==> src/rtl/btn_pkg.sv <==
// Shared definitions for the pushbutton conditioner: repeat FSM states,
// counter width helper and board timing constants.
package btn_pkg;

  typedef enum logic [1:0] {
    IDLE       = 2'd0,
    WAIT_FIRST = 2'd1,
    REPEATING  = 2'd2
  } rpt_state_e;

  localparam int unsigned CLK_HZ        = 50_000_000;
  localparam int unsigned CYCLES_PER_MS = CLK_HZ / 1000;

  function automatic int unsigned ms_to_cycles(input int unsigned ms);
    return ms * CYCLES_PER_MS;
  endfunction

  // Bits needed to hold values 0..n-1; never less than one bit.
  function automatic int unsigned cnt_w(input int unsigned n);
    return (n <= 2) ? 1 : $clog2(n);
  endfunction

endpackage

==> src/rtl/btn_debounce_ch.sv <==
// One button channel: 2-flop synchroniser, debounce counter, press/release
// strobes and the auto-repeat FSM.
module btn_debounce_ch
  import btn_pkg::*;
#(
  parameter int unsigned STABLE_CYCLES = 1_000_000,
  parameter int unsigned REPEAT_DELAY  = 25_000_000,
  parameter int unsigned REPEAT_PERIOD = 5_000_000
) (
  input  logic clk,
  input  logic rst_n,
  input  logic btn_raw,
  input  logic repeat_en,
  output logic level,
  output logic press,
  output logic release_o,
  output logic rpt
);

  localparam int unsigned CNT_W  = cnt_w(STABLE_CYCLES);
  localparam int unsigned RC_MAX = (REPEAT_DELAY > REPEAT_PERIOD) ? REPEAT_DELAY : REPEAT_PERIOD;
  localparam int unsigned RC_W   = cnt_w(RC_MAX + 1);

  localparam logic [CNT_W-1:0] CNT_LAST    = CNT_W'(STABLE_CYCLES - 1);
  localparam logic [RC_W-1:0]  DELAY_LAST  = RC_W'(REPEAT_DELAY - 1);
  localparam logic [RC_W-1:0]  PERIOD_LAST = RC_W'(REPEAT_PERIOD - 1);

  logic             sync1_q, s_q;
  logic             level_q, level_d;
  logic             press_q, press_d;
  logic             rel_q, rel_d;
  logic [CNT_W-1:0] cnt_q, cnt_d;
  logic             rpt_q;
  logic [RC_W-1:0]  rc_q;
  rpt_state_e       state_q;

  // Any cycle where s agrees with level restarts the stability count.
  always_comb begin
    cnt_d   = '0;
    level_d = level_q;
    press_d = 1'b0;
    rel_d   = 1'b0;
    if (s_q != level_q) begin
      if (cnt_q == CNT_LAST) begin
        level_d = s_q;
        press_d = s_q;
        rel_d   = ~s_q;
      end else begin
        cnt_d = cnt_q + CNT_W'(1);
      end
    end
  end

  always_ff @(posedge clk) begin
    if (!rst_n) begin
      sync1_q <= 1'b0;
      s_q     <= 1'b0;
      level_q <= 1'b0;
      cnt_q   <= '0;
      press_q <= 1'b0;
      rel_q   <= 1'b0;
    end else begin
      sync1_q <= btn_raw;
      s_q     <= sync1_q;
      level_q <= level_d;
      cnt_q   <= cnt_d;
      press_q <= press_d;
      rel_q   <= rel_d;
    end
  end

  // Repeat FSM keys off the same-cycle press/release events so rpt timing
  // is measured from the press strobe itself.
  always_ff @(posedge clk) begin
    if (!rst_n) begin
      state_q <= IDLE;
      rc_q    <= '0;
      rpt_q   <= 1'b0;
    end else begin
      rpt_q <= 1'b0;
      rc_q  <= rc_q + RC_W'(1);
      if (rel_d || !repeat_en) begin
        state_q <= IDLE;
        rc_q    <= '0;
      end else begin
        case (state_q)
          IDLE: begin
            rc_q <= '0;
            if (press_d) state_q <= WAIT_FIRST;
          end
          WAIT_FIRST: begin
            if (rc_q == DELAY_LAST) begin
              rpt_q   <= 1'b1;
              rc_q    <= '0;
              state_q <= REPEATING;
            end
          end
          REPEATING: begin
            if (rc_q == PERIOD_LAST) begin
              rpt_q <= 1'b1;
              rc_q  <= '0;
            end
          end
          default: begin
            state_q <= IDLE;
            rc_q    <= '0;
          end
        endcase
      end
    end
  end

  assign level     = level_q;
  assign press     = press_q;
  assign release_o = rel_q;
  assign rpt       = rpt_q;

endmodule

==> src/rtl/btn_debounce.sv <==
// Multi-channel pushbutton conditioner: N independent debounce/repeat
// channels between the raw button pins and the game logic.
module btn_debounce
  import btn_pkg::*;
#(
  parameter int unsigned N             = 4,
  parameter int unsigned STABLE_CYCLES = ms_to_cycles(20),
  parameter int unsigned REPEAT_DELAY  = ms_to_cycles(500),
  parameter int unsigned REPEAT_PERIOD = ms_to_cycles(100)
) (
  input  logic         clk,
  input  logic         rst_n,
  input  logic [N-1:0] btn_raw,
  input  logic [N-1:0] repeat_en,
  output logic [N-1:0] level,
  output logic [N-1:0] press,
  output logic [N-1:0] release_o,
  output logic [N-1:0] rpt
);

  for (genvar i = 0; i < N; i++) begin : g_ch
    btn_debounce_ch #(
      .STABLE_CYCLES(STABLE_CYCLES),
      .REPEAT_DELAY (REPEAT_DELAY),
      .REPEAT_PERIOD(REPEAT_PERIOD)
    ) u_ch (
      .clk      (clk),
      .rst_n    (rst_n),
      .btn_raw  (btn_raw[i]),
      .repeat_en(repeat_en[i]),
      .level    (level[i]),
      .press    (press[i]),
      .release_o(release_o[i]),
      .rpt      (rpt[i])
    );
  end

endmodule

==> config.mk <==
export PLATFORM = sky130hd
export DESIGN_NAME = btn_debounce
export DESIGN_NICKNAME = d
export VERILOG_FILES = /design/src/rtl/btn_pkg.sv /design/src/rtl/btn_debounce_ch.sv /design/src/rtl/btn_debounce.sv
export SDC_FILE = /design/constraint.sdc
export NUM_CORES = 1
export LEC_CHECK = 0
export CAP_MARGIN = 20
export CORE_MARGIN = 4
export CORE_UTILIZATION = 55
export DETAILED_ROUTE_END_ITERATION = 8
export PLACE_DENSITY = 0.75
export SETUP_SLACK_MARGIN = 0.02
export SLEW_MARGIN = 10
export SYNTH_ARGS = -nofsm -noshare
export SYNTH_HDL_FRONTEND = slang
export SYNTH_SLANG_ARGS = --single-unit
export TNS_END_PERCENT = 100
==> constraint.sdc <==
create_clock -name clk -period 1.99 [get_ports clk]
set_input_delay 0.2985 -clock clk [delete_from_list [all_inputs] [get_ports clk]]
set_output_delay 0.2985 -clock clk [all_outputs]
set_load 0.005 [all_outputs]
==> results.cfg <==
[synth]
synth_compound_area_share_pct = 3.82
synth_top_area_share_pct = 43.6
synth_adder_area_share_pct = 2.57
async_flop_share_pct = 0
synth.largest_area_cell = dfxtp_1
synthTopCellsByArea = dfxtp_1, xor2_1, nor2_1
ys.flop_type = dfxtp_1
synth-edff-count = 0
netlist_top_cells_count = dfxtp_1, nor2_1, xor2_1
synthMostInstantiatedCell = dfxtp_1
synth_area_um2 = 9740
synth_top_family_by_area = simple AND/OR/NAND/NOR gates
synthCells = 1109
synth-seq-cells = 212
syn_avg_cell_area_um2 = 8.78
synthXorXnorAreaFrac_pct = 14.5
postSynthNetCount = 1139
synth-simple-area-share_pct = 30.8
ys_types = 56
muxShareOfSynthArea_pct = 0.720
seq_area_frac_synth_pct = 43.6
yosysWarnings = 0

[grt]
grt_overflow = 0
grt_pass1_wl_um = 32500
grt_pass1_vias = 7328
track_usage_pct = 18.8
grt_max_degree = 28
antenna_found_initial = 0

[route]
antenna_left = 0
highest_layer = met4
dr.first_iter.drc_count = 457
vias = 7813
dr.pass1.iters = 7
wl_per_cell_um = 13.4
route.met3.wl_um = 742
wl_met2_um = 9560
drc_errors = 0
drt-met1-wl_um = 8890
totalWireLength_um = 19500
viasPerCell = 5.36

[setup_path]
critPathKind = register to register
cp-start-kind = register
cp_max_fo = 25
endpoint = g_ch[1].u_ch.rc_q[2]
cp-end-kind = register
cp-startpoint = g_ch[1].u_ch.rc_q[16]
ff2ff_setup_slack_ns = -0.04
cp.arrival_ns = 2.41
r2r_cells = 6
r2r_end = g_ch[1].u_ch.rc_q[2]
r2r-start = g_ch[1].u_ch.rc_q[16]
worstPathRequired_ns = 2.37

[floorplan]
die-height_um = 141
die_w_um = 141
dieArea_um2 = 19900
start_util_pct = 56.3
io_pins = 26
row_count = 48
core_um2 = 17300

[cts]
clk_latency_ns = 0.51
cts_tree = yes
cts.sinks = 212
clk_pin_slew_ns = 0.06
clk_path_buf_depth = 3
root_buffer = clkbuf_16
cts_hold_buf = 0
h-tree-depth = 1
cts_buffers = 23

[timing]
final_max_slew_viol_count = 0
max_slew_margin_pct = 66.1
clock_skew_ns = 0.0151
fin_crit_sh_pct = 102
fmax_mhz = 494
finalHoldViolCount = 0
worstMarginPinSlew_ns = 0.503
setup_viol = 25
tns_ns = -0.414
fin_crit_ns = 2.03
rsz0062_at_grt = yes
fin_ws_ns = -0.0353

[power_and_ir_drop]
total_power_mw = 8.85
power_frac_seq_pct = 48.1
combinationalPowerShare_pct = 1.0
total_leakage_power_nw = 4.04
p_sw_mw = 1.73
pwr-share-clk_pct = 50.8
powerDensity_nw_per_um2 = 745
p_sw_share_pct = 19.5
vdd_ir_drop_max_uv = 718
p_int_mw = 7.12

[cells_and_area]
finalNonFillerCells = 1457
nFillCells = 1388
area_growth_pct = 22.0
multiInputGateArea_um2 = 5240
drive_above_1_share_pct = 15.6
antenna_cells = 0
fin_nets = 1246
regArea_um2 = 4260
design_area_um2 = 11900

[placement]
gp_congestion = 0.833
dp_cells = 1403
hpwl_um = 12900
port_buffers = 25
dpl_cell_area_um2 = 10800

[worst_hold_path]
hold_path.class = primary input to register
hp-start = btn_raw[3]

[run]
drv_cap = 0

[status]
failed_checks = setup timing
outcome = finished, violations left
==> sequential cells by signal, indices dropped and copies added, names as in the netlist <==
signal	cells
g_ch.u_ch.rc_q	100
g_ch.u_ch.release_o	4
g_ch.u_ch.s_q	4
g_ch.u_ch.state_q	8
g_ch.u_ch.press	4
g_ch.u_ch.level	4
g_ch.u_ch.sync1_q	4
g_ch.u_ch.cnt_q	80
g_ch.u_ch.rpt	4
==> how the worst min path moves through the flow <==
stage / endpoint / slack [ns] / depth (start not counted)
global route: g_ch[3].u_ch.sync1_q / 0.36 / 2
floorplan: g_ch[2].u_ch.rc_q[0] / 0.41 / 1
finish: g_ch[3].u_ch.sync1_q / 0.37 / 2
CTS: g_ch[3].u_ch.sync1_q / 0.35 / 2
detailed placement: g_ch[2].u_ch.s_q / 0.42 / 1
global placement: g_ch[3].u_ch.s_q / 0.42 / 1
==> metrics by stage <==
step	util (%)	setup slack [ns]	hold WS, ns
detailed placement	62.2	-0.0143	0.420
finish	68.7	-0.0353	0.371
floorplan	-	0.0000624	0.411
global route	68.7	-0.102	0.358
global placement	62.2	0.0241	0.415
CTS	66.9	-0.0249	0.354
==> layout make-up <==
type	instances	area share (%)
Multi-Input combinational cell	821	44.1
Sequential cell	212	35.9
Timing Repair Buffer	128	9.89
Inverter	30	0.948
Tap cell	225	2.37
Clock inverter	11	1.36
Clock buffer	30	5.49
==> metal layers <==
layer,vias up,track usage [%]
li1,4009,-
met4,0,4.74
met3,32,3.39
met1,3669,24.1
met2,103,32.6
met5,-,0
==> worst max-delay path, cell delays in order, from the launching register on <==
cell and delay, ns:
dfxtp_2 0.32, or4_4 0.52, or4_4 0.43, o21a_1 0.21, o211ai_4 0.18, buf_12 0.18
nor2_1 0.06
==> placed cells by master, fill, tap and decap left out, types with 10 or more instances in the layout <==
cell type,count
and2_1,16
nor2b_1,10
xnor2_1,71
dfxtp_1,203
clkdlybuf4s50_1,25
nand4_1,48
nor3_1,36
nor2_1,208
inv_1,30
nor4_1,13
and4_1,12
and3_1,32
nand2_1,74
buf_4,90
nand3_1,76
ha_1,16
clkbuf_16,27
xor2_1,90
==> power groups by stage <==
stage / clock [mW] / combinational [mW] / sequential, mW
global placement: 0 / 0.0849 / 4.35
floorplan: 0 / 0.0412 / 4.35
CTS: 4.61 / 0.0862 / 4.26
global route: 4.81 / 0.0986 / 4.26
finish: 4.50 / 0.0903 / 4.26
detailed placement: 0 / 0.0856 / 4.35
==> cells by family after synthesis <==
family,Yosys count
muxes,7
DFF,212
buffers and inverters,76
and+or+nand+nor,589
xor gates and xnor gates,161
adders and majority gates,20
AOI/OAI and AO/OA,44
==> timing repair <==
action	CTS	global route
pin swaps	0	10
gates cloned	0	6
setup buffers	0	7
gates resized for setup	2	38
endpoints found under the setup margin	50	117
(Power assumes the default switching activity.)
